### config.mk
export PLATFORM = sky130hd
export DESIGN_NAME = rob_wb_arbiter_flat
export DESIGN_NICKNAME = d
export VERILOG_FILES = /design/src/rtl/rob_wb_arbiter_if.sv /design/src/rtl/rob_wb_arbiter.sv /design/src/flat_wrapper.sv
export SDC_FILE = /design/constraint.sdc
export NUM_CORES = 1
export LEC_CHECK = 0
export BUFFER_PORTS_ARGS = -buffer_cell sky130_fd_sc_hd__buf_4
export CAP_MARGIN = 20
export CORE_ASPECT_RATIO = 2
export CORE_UTILIZATION = 30
export CTS_CLUSTER_DIAMETER = 150
export DETAILED_ROUTE_END_ITERATION = 12
export PLACE_DENSITY = 0.56
export SLEW_MARGIN = 20
export SYNTH_ARGS = -nofsm -noshare
export SYNTH_HDL_FRONTEND = slang
export SYNTH_SLANG_ARGS = --single-unit
### constraint.sdc
create_clock -name i_clk -period 22 [get_ports i_clk]
set_input_delay 2.2 -clock i_clk [delete_from_list [all_inputs] [get_ports i_clk]]
set_output_delay 2.2 -clock i_clk [all_outputs]
set_load 0.05 [all_outputs]
### src/rtl/rob_wb_arbiter_if.sv
// Completion-request and busy-clear bundle between the writeback stage and rob_wb_arbiter.
interface rob_wb_arbiter_if #(
  parameter int unsigned WIDTH_BANK = 3,
  parameter int unsigned NREQ       = 6
);
  localparam int unsigned TW = WIDTH_BANK + 2;
  localparam int unsigned BW = TW + 1;

  logic                 i_flush;
  logic [NREQ-1:0]      i_valid;
  logic [NREQ*TW-1:0]   i_tag;
  logic [NREQ-1:0]      o_ready;
  logic [BW-1:0]        o_rst_busy0;
  logic [BW-1:0]        o_rst_busy1;
  logic [BW-1:0]        o_rst_busy2;
  logic [BW-1:0]        o_rst_busy3;
  logic [3:0]           o_pending;

  modport slave (
    input  i_flush, i_valid, i_tag,
    output o_ready, o_rst_busy0, o_rst_busy1, o_rst_busy2, o_rst_busy3, o_pending
  );

  modport master (
    output i_flush, i_valid, i_tag,
    input  o_ready, o_rst_busy0, o_rst_busy1, o_rst_busy2, o_rst_busy3, o_pending
  );
endinterface

### src/rtl/rob_wb_arbiter.sv
// Holds one completion tag per requester and round-robins up to four of them per cycle
// onto the ROB busy-clear ports as registered {EN, bank, set} words.
module rob_wb_arbiter #(
  parameter int unsigned WIDTH_BANK = 3,
  parameter int unsigned NREQ       = 6
) (
  input  logic               i_clk,
  input  logic               i_rst_n,
  rob_wb_arbiter_if.slave    bus
);
  localparam int unsigned TW    = WIDTH_BANK + 2;
  localparam int unsigned BW    = TW + 1;
  localparam int unsigned PW    = $clog2(NREQ);
  localparam int unsigned NPORT = 4;

  logic [NREQ-1:0]  hold_v_q, hold_v_d;
  logic [TW-1:0]    hold_tag_q [NREQ];
  logic [TW-1:0]    hold_tag_d [NREQ];
  logic [PW-1:0]    rr_q, rr_d;
  logic [BW-1:0]    busy_q [NPORT];
  logic [BW-1:0]    busy_d [NPORT];
  logic [3:0]       pending_q, pending_d;

  logic [NREQ-1:0]  grant;
  logic [NREQ-1:0]  ready;
  logic [NREQ-1:0]  capture;
  logic [NPORT-1:0] slot_v;
  logic [PW-1:0]    slot_idx [NPORT];
  logic [PW-1:0]    last_idx;
  logic [2:0]       n_grant;
  logic [PW:0]      scan;

  // Round-robin scan from rr_q; the k-th pending holder found drives port k.
  always_comb begin
    grant    = '0;
    slot_v   = '0;
    last_idx = '0;
    n_grant  = '0;
    scan     = '0;
    for (int unsigned k = 0; k < NPORT; k++) slot_idx[k] = '0;
    for (int unsigned i = 0; i < NREQ; i++) begin
      scan = {1'b0, rr_q} + (PW+1)'(i);
      if (scan >= (PW+1)'(NREQ)) scan = scan - (PW+1)'(NREQ);
      if (hold_v_q[scan[PW-1:0]] && (n_grant < 3'd4)) begin
        grant[scan[PW-1:0]]   = 1'b1;
        slot_v[n_grant[1:0]]  = 1'b1;
        slot_idx[n_grant[1:0]] = scan[PW-1:0];
        last_idx              = scan[PW-1:0];
        n_grant               = n_grant + 3'd1;
      end
    end
  end

  // A holder being drained this cycle can accept its replacement in the same cycle.
  always_comb begin
    ready   = {NREQ{~bus.i_flush}} & (~hold_v_q | grant);
    capture = bus.i_valid & ready;
  end

  always_comb begin
    hold_v_d = (hold_v_q & ~grant) | capture;
    for (int unsigned r = 0; r < NREQ; r++) begin
      hold_tag_d[r] = capture[r] ? bus.i_tag[r*TW +: TW] : hold_tag_q[r];
    end
    for (int unsigned k = 0; k < NPORT; k++) begin
      busy_d[k] = slot_v[k] ? {1'b1, hold_tag_q[slot_idx[k]]} : '0;
    end
    rr_d = rr_q;
    if (|grant) begin
      rr_d = (last_idx == PW'(NREQ - 1)) ? '0 : last_idx + PW'(1);
    end
    if (bus.i_flush) begin
      hold_v_d = '0;
      rr_d     = '0;
      for (int unsigned k = 0; k < NPORT; k++) busy_d[k] = '0;
    end
    pending_d = '0;
    for (int unsigned r = 0; r < NREQ; r++) begin
      pending_d = pending_d + 4'(hold_v_d[r]);
    end
  end

  always_ff @(posedge i_clk or negedge i_rst_n) begin
    if (!i_rst_n) begin
      hold_v_q  <= '0;
      rr_q      <= '0;
      pending_q <= '0;
      for (int unsigned r = 0; r < NREQ; r++) hold_tag_q[r] <= '0;
      for (int unsigned k = 0; k < NPORT; k++) busy_q[k] <= '0;
    end else begin
      hold_v_q  <= hold_v_d;
      rr_q      <= rr_d;
      pending_q <= pending_d;
      for (int unsigned r = 0; r < NREQ; r++) hold_tag_q[r] <= hold_tag_d[r];
      for (int unsigned k = 0; k < NPORT; k++) busy_q[k] <= busy_d[k];
    end
  end

  assign bus.o_ready     = ready;
  assign bus.o_rst_busy0 = busy_q[0];
  assign bus.o_rst_busy1 = busy_q[1];
  assign bus.o_rst_busy2 = busy_q[2];
  assign bus.o_rst_busy3 = busy_q[3];
  assign bus.o_pending   = pending_q;
endmodule

### src/flat_wrapper.sv
// flat-port wrapper written by rule: the top's interface ports become plain ports
module rob_wb_arbiter_flat 
#(
  parameter int unsigned WIDTH_BANK = 3,
  parameter int unsigned NREQ       = 6
)
  (i_clk, i_rst_n, bus_i_flush, bus_i_valid, bus_i_tag, bus_o_ready, bus_o_rst_busy0, bus_o_rst_busy1, bus_o_rst_busy2, bus_o_rst_busy3, bus_o_pending);
  rob_wb_arbiter_if #(.WIDTH_BANK(WIDTH_BANK), .NREQ(NREQ)) bus_i ();
  input  logic i_clk;
  input  logic i_rst_n;
  input wire logic [$bits(bus_i.i_flush)-1:0] bus_i_flush;
  input wire logic [$bits(bus_i.i_valid)-1:0] bus_i_valid;
  input wire logic [$bits(bus_i.i_tag)-1:0] bus_i_tag;
  output wire logic [$bits(bus_i.o_ready)-1:0] bus_o_ready;
  output wire logic [$bits(bus_i.o_rst_busy0)-1:0] bus_o_rst_busy0;
  output wire logic [$bits(bus_i.o_rst_busy1)-1:0] bus_o_rst_busy1;
  output wire logic [$bits(bus_i.o_rst_busy2)-1:0] bus_o_rst_busy2;
  output wire logic [$bits(bus_i.o_rst_busy3)-1:0] bus_o_rst_busy3;
  output wire logic [$bits(bus_i.o_pending)-1:0] bus_o_pending;
  assign bus_i.i_flush = bus_i_flush;
  assign bus_i.i_valid = bus_i_valid;
  assign bus_i.i_tag = bus_i_tag;
  assign bus_o_ready = bus_i.o_ready;
  assign bus_o_rst_busy0 = bus_i.o_rst_busy0;
  assign bus_o_rst_busy1 = bus_i.o_rst_busy1;
  assign bus_o_rst_busy2 = bus_i.o_rst_busy2;
  assign bus_o_rst_busy3 = bus_i.o_rst_busy3;
  assign bus_o_pending = bus_i.o_pending;
  rob_wb_arbiter #(.WIDTH_BANK(WIDTH_BANK), .NREQ(NREQ)) u_core (.i_clk(i_clk), .i_rst_n(i_rst_n), .bus(bus_i));
endmodule
# Yosys cells after proc, flatten, opt, wreduce, memory -nomap -nowiden
# Cells that the tools add are included.
[word_totals] register_bits=67 latch_bits=0 ram_bits=0 rom_bits=0 inputBits=39 output_inout_bits=34 memories=0
[classes] add_sub_neg=21 mul=0 n_div=0 n_lt_le_gt_ge=47 n_eq_ne=1 shift=0 mux=104 n_bitwise=27 n_reduce_logical=23
[op_table] op="two-way mux 3 bit" count=24
[op_table] op="two-way mux 6 bit" count=11
[op_table] op="binary-select mux 5 bit (select 3 bit)" count=4
[op_table] op="bitwise mux 12 bit" count=5
[op_table] op="two-way mux 12 bit" count=5
[op_table] op="bitwise OR 6 bit" count=7
[op_table] op="two-way mux 5 bit" count=8
[op_table] op="demux 3 bit (select 2 bit)" count=5
[op_table] op="less-than comparator 3 x 4 -> 1 bit, second input constant" count=6
[op_table] op="two-way mux 24 bit" count=1
[op_table] op="logical AND 1 bit" count=21
[op_table] op=">= comparator 4 x 3 -> 1 bit, second input constant" count=5
[op_table] op="two-way mux 4 bit" count=5
[op_table] op="two-way mux 1 bit" count=19
[op_table] op="AND 6 bit" count=3
[op_table] op="binary-select mux 1 bit (select 3 bit)" count=6
[op_table] op="demux 1 bit (select 3 bit)" count=6
[op_table] op=">= comparator 3 x 1 -> 1 bit, second input constant" count=6
[op_table] op=">= comparator 3 bit, second input constant" count=6
[op_table] op="subtractor 3 bit, second input constant" count=6
[op_table] op="adder 4 x 1 -> 4 bit" count=4
[op_table] op=">= comparator 4 bit, second input constant" count=4
[op_table] op="inverter 3 -> 4 bit" count=4
[op_table] op="bitwise OR 4 bit" count=4
[op_table] op="21 further kinds" count=48

# Depth between registers and ports, before layout
[depth] ltp_word=30 ltp_mapped=31 depth_no_buf=26

# Least setup slack after synthesis
# Ideal clock, no wire load.
[synth_timing] path_kind="reg2out" from="register u_core.rr_q[0]" to="output bus_o_ready[4]" arrival_ns=5.880 required_ns=19.800 slack_ns=13.920 stages_incl_launch_ff=24 n_path_buf=5 path_cell_list="dfrtp_1 > buf_2 > buf_4 > buf_6 > inv_2 > ha_1 > clkbuf_1 > o31a_1 > and2_1 > a21oi_1 > inv_1 > ha_1 > inv_1 > nor3_2 > inv_2 > nand2_2 > nor2_1 > o21bai_1 > ha_1 > a2111o_1 > buf_2 > o211ai_1 > mux2i_1 > a21oi_1"
[synth_via] elab_chain_cells=22 word_cells_on_any_way=97 cone_classes="add/sub: 15; order compare: 23; mux: 41; bitwise: 7; reduce/logical: 11"
[synth_lines] element="start, declared" line_no="rob_wb_arbiter.sv:19" source="logic [PW-1:0] rr_q, rr_d;"
[synth_lines] element="start signal, assigned" line_no="rob_wb_arbiter.sv:92" source="rr_q <= rr_d;"
[synth_lines] element="subtractor 3 bit or >= comparator 3 bit (tied branches)" line_no="rob_wb_arbiter.sv:43" source="if (scan >= (PW+1)'(NREQ)) scan = scan - (PW+1)'(NREQ);"
[synth_lines] element="two-way mux 3 bit" line_no="rob_wb_arbiter.sv:43"
[synth_lines] element="binary-select mux 1 bit (select 3 bit)" line_no="rob_wb_arbiter.sv:44" source="if (hold_v_q[scan[PW-1:0]] && (n_grant < 3'd4)) begin"
[synth_lines] element="two-way mux 1 bit (not written as such)" line_no="rob_wb_arbiter.sv:44"
[synth_lines] element="two-way mux 1 bit" line_no="rob_wb_arbiter.sv:44"
[synth_lines] element="less-than comparator 1 x 3 -> 1 bit" line_no="rob_wb_arbiter.sv:44"
[synth_lines] element="logical AND 1 bit" line_no="rob_wb_arbiter.sv:44"
[synth_lines] element="two-way mux 3 bit" line_no="rob_wb_arbiter.sv:44"
[synth_lines] element="[... 6 more ...]"
[synth_lines] element="less-than comparator 3 bit" line_no="rob_wb_arbiter.sv:44"
[synth_lines] element="logical AND 1 bit" line_no="rob_wb_arbiter.sv:44"
[synth_lines] element="two-way mux 3 bit" line_no="rob_wb_arbiter.sv:44"
[synth_lines] element="less-than comparator 3 bit" line_no="rob_wb_arbiter.sv:44"
[synth_lines] element="logical AND 1 bit" line_no="rob_wb_arbiter.sv:44"
[synth_lines] element="two-way mux 6 bit *" line_no="rob_wb_arbiter.sv:44"
[synth_lines] element="bitwise OR 6 bit *" line_no="rob_wb_arbiter.sv:56" source="ready = {NREQ{~bus.i_flush}} & (~hold_v_q | grant);"
[synth_lines] element="AND 6 bit *" line_no="rob_wb_arbiter.sv:56"
[synth_lines] element="end, declared" line_no="flat_wrapper.sv:14" source="output wire logic [$bits(bus_i.o_ready)-1:0] bus_o_ready;"
# Mark *: on every way between the ends. The rest lies on a longest branch, timed or not. The select of a mux whose other input is x is not followed.

# Worst setup path in the final report
# Same ends and word-level chain as after synthesis.

==> metrics.yaml <==
status:
  status: "finished, violations left"
  violations: "DRC"
setup_path:
  r2r_start: "u_core.rr_q[0]"
  crit_type: "reg -> out"
  crit_arrival_ps: 6970
  reg2regPathDepth: 28
  required_ps: 19800
  critPathCaptureType: "primary output"
  cp_max_fo: 35
  cp-startpoint: "u_core.rr_q[0]"
  critPathLaunchType: "register"
floorplanning:
  start_util: 0.305
  rows: 72
  fp.dieArea_um2: 20200
  core_um2: 19300
  die_h_um: 200
  io_pins: 73
  dieWidth_um: 101
global_route:
  top_usage_layer: "met2"
  grt_start_max_net_pins: 67
  antenna_found_initial: 0
  grt_usage: 0.237
  grt_pass1_wl_um: 34100
  grt_overflow: 0
  met3_usage: 0.0275
  grt_pass1_vias: 5691
  grt_util_met1: 0.207
  use_met2: 0.455
synthesis:
  synth_top_area_frac: 0.281
  syn-num-nets: 706
  synth_area_um2: 5870
  synth-edff-count: 0
  synth_area_per_cell_um2: 9.16
  synth.most_common_cell: "dfrtp_1"
  synth_area_leaders: "dfrtp_1 28%, mux2i_1 5.8%, mux2_1 5.6%, ha_1 4.9%, mux2_2 4.2%"
  yosysWarnings: 0
  syn_inst: 641
  async_reset_ff_frac: 1.00
  synth_seq_cells: 66
  synth_top_cell_by_area: "dfrtp_1"
  synth_ff_type: "dfrtp_1"
  synthTopCellsByCount: "66 x dfrtp_1, 38 x nand2_1, 36 x a21oi_1, 34 x mux2i_1, 30 x inv_1"
  ys_seq_area_frac: 0.281
  ys_types: 87
clock_network:
  clock_sinks: 66
  cts_tree: "yes"
  clk_path_buf_depth: 2
  root_buffer: "clkbuf_16"
  postCtsResizedCells: 0
  clock_latency_ps: 350
  clk_pin_slew_ps: 60
  postCtsHoldBufs: 0
  ctsHtreeMaxLevel: 3
  cts_setup_buffers: 0
  numCtsBuffers: 9
final_layout:
  nets: 764
  antenna-diode-count: 0
  syn2layout_area_growth_pct: 18.4
  fill_cells: 2046
  post_route_cells_drive_above_1_share: 0.219
sta:
  fin_worst_skew_ps: 6.81
  relSlewSlack: 0.348
  drv_slew: 0
  rsz0062_at_grt: "no"
  worst_slew_pin_slew_ps: 974
  max_freq_mhz: 109
  setup_violations: 0
  fin_crit_sh: 0.417
  hold_viol: 0
  fin_crit_ps: 9170
  final.setup.tns_ps: 0
drt:
  drt_iter0_markers: 293
  vias_per_cell: 5.81
  vias: 5595
  routedWlPerCell_um: 24.1
  dr.pass1.iters: 9
  remaining_drc_errors: 1
  wirelength_um: 23200
  antenna_left: 0
min_path:
  holdCritPathClass: "reg -> reg"
  worstHoldStart: "u_core.hold_tag_q[14]"
  holdPathStages: 1
flow_run:
  cap_violations: 0
placed_design:
  dp_hpwl_um: 18400
  port_buffers: 71
  place.gp.congestion: 0.989
## state kept, by name, summed over array words and instances (netlist names)
signal	flops
u_core.bus.o_pending	3
u_core.bus.o_rst_busy0	6
u_core.bus.o_rst_busy1	6
u_core.bus.o_rst_busy2	6
u_core.bus.o_rst_busy3	6
u_core.hold_tag_q	30
u_core.hold_v_q	6
u_core.rr_q	3
## per-layer routing
metal / wire length (µm) / vias to the layer above
met1: 7250 / 2681
li1: - / 2592
met3: 641 / 123
met2: 13000 / 199
met5: 0 / -
met4: 2260 / 0
## cell families (layout without fill, tap and decap cells)
kind of cell	count (synthesis)	after routing	synth area share
AOI/OAI and AO/OA	219	219	0.287
other	1	1	0.000639
muxes	88	88	0.165
buffers and inverters	65	128	0.0475
xor gates and xnor gates	5	5	0.00746
and+or+nand+nor	171	171	0.153
adders and majority gates	26	26	0.0592
DFF	66	66	0.281
## critical path, cell delays in order, from the launching register on
cell	delay (ps)
dfrtp_1	320
buf_4	410
inv_2	270
ha_1	770
a21bo_2	300
or2_2	290
and2_1	210
a21oi_1	320
inv_1	210
ha_1	370
inv_1	90
nor3_2	630
inv_2	170
nand2_2	170
nor2_1	50
o21bai_1	200
ha_1	270
a2111o_1	380
buf_4	200
o211ai_1	260
mux2i_1	150
a21oi_1	270
buf_4	250
## stage by stage
step / instances / instance area, µm² / worst slack, ps / util / hold slack (ps)
after detailed placement: 947 / 6640 / 13280 / 0.344 / 641
final: 963 / 6950 / 12830 / 0.361 / 648
after global routing: 963 / 6950 / 12350 / 0.361 / 661
after CTS: 963 / 6950 / 12850 / 0.361 / 652
after global placement: 947 / 6640 / 13390 / 0.344 / 633
after floorplan: 641 / 5870 / 13920 / - / 509
## worst paths after layout
kind | end | slack, ps
hold reg to reg | u_core.hold_tag_q[14] | 650
min in group asynchronous | u_core.hold_tag_q[1] | 1950
setup / recovery | bus_o_ready[4] | 12830
hold / removal | u_core.hold_tag_q[14] | 650
max in group asynchronous | u_core.hold_tag_q[27] | 19490
setup reg to reg | u_core.bus.o_pending[1] | 13900
## cell type report
type,count,area (µm²),area share
clock inverters,6,90.1,0.0130
well taps,259,324,0.0466
inverters,33,124,0.0178
flip-flops and latches,66,1650,0.237
clock buffers,10,229,0.0329
repair buffers,79,593,0.0853
multi-input cells,510,3940,0.567
## layout by cell type (no fill, tap or decap), types with 22 or more instances in the layout
cell	Yosys	final
nor2_1	27	27
dfrtp_1	66	66
a21oi_1	36	36
mux2i_1	34	34
mux2_1	29	29
nand2_1	38	38
ha_1	23	23
o211ai_1	28	28
buf_4	3	79
mux2_2	22	22
inv_1	30	30
nand3_1	24	24
Power is not shown: default switching activity piles up to over one toggle a cycle in this logic, so the estimate is an artifact.
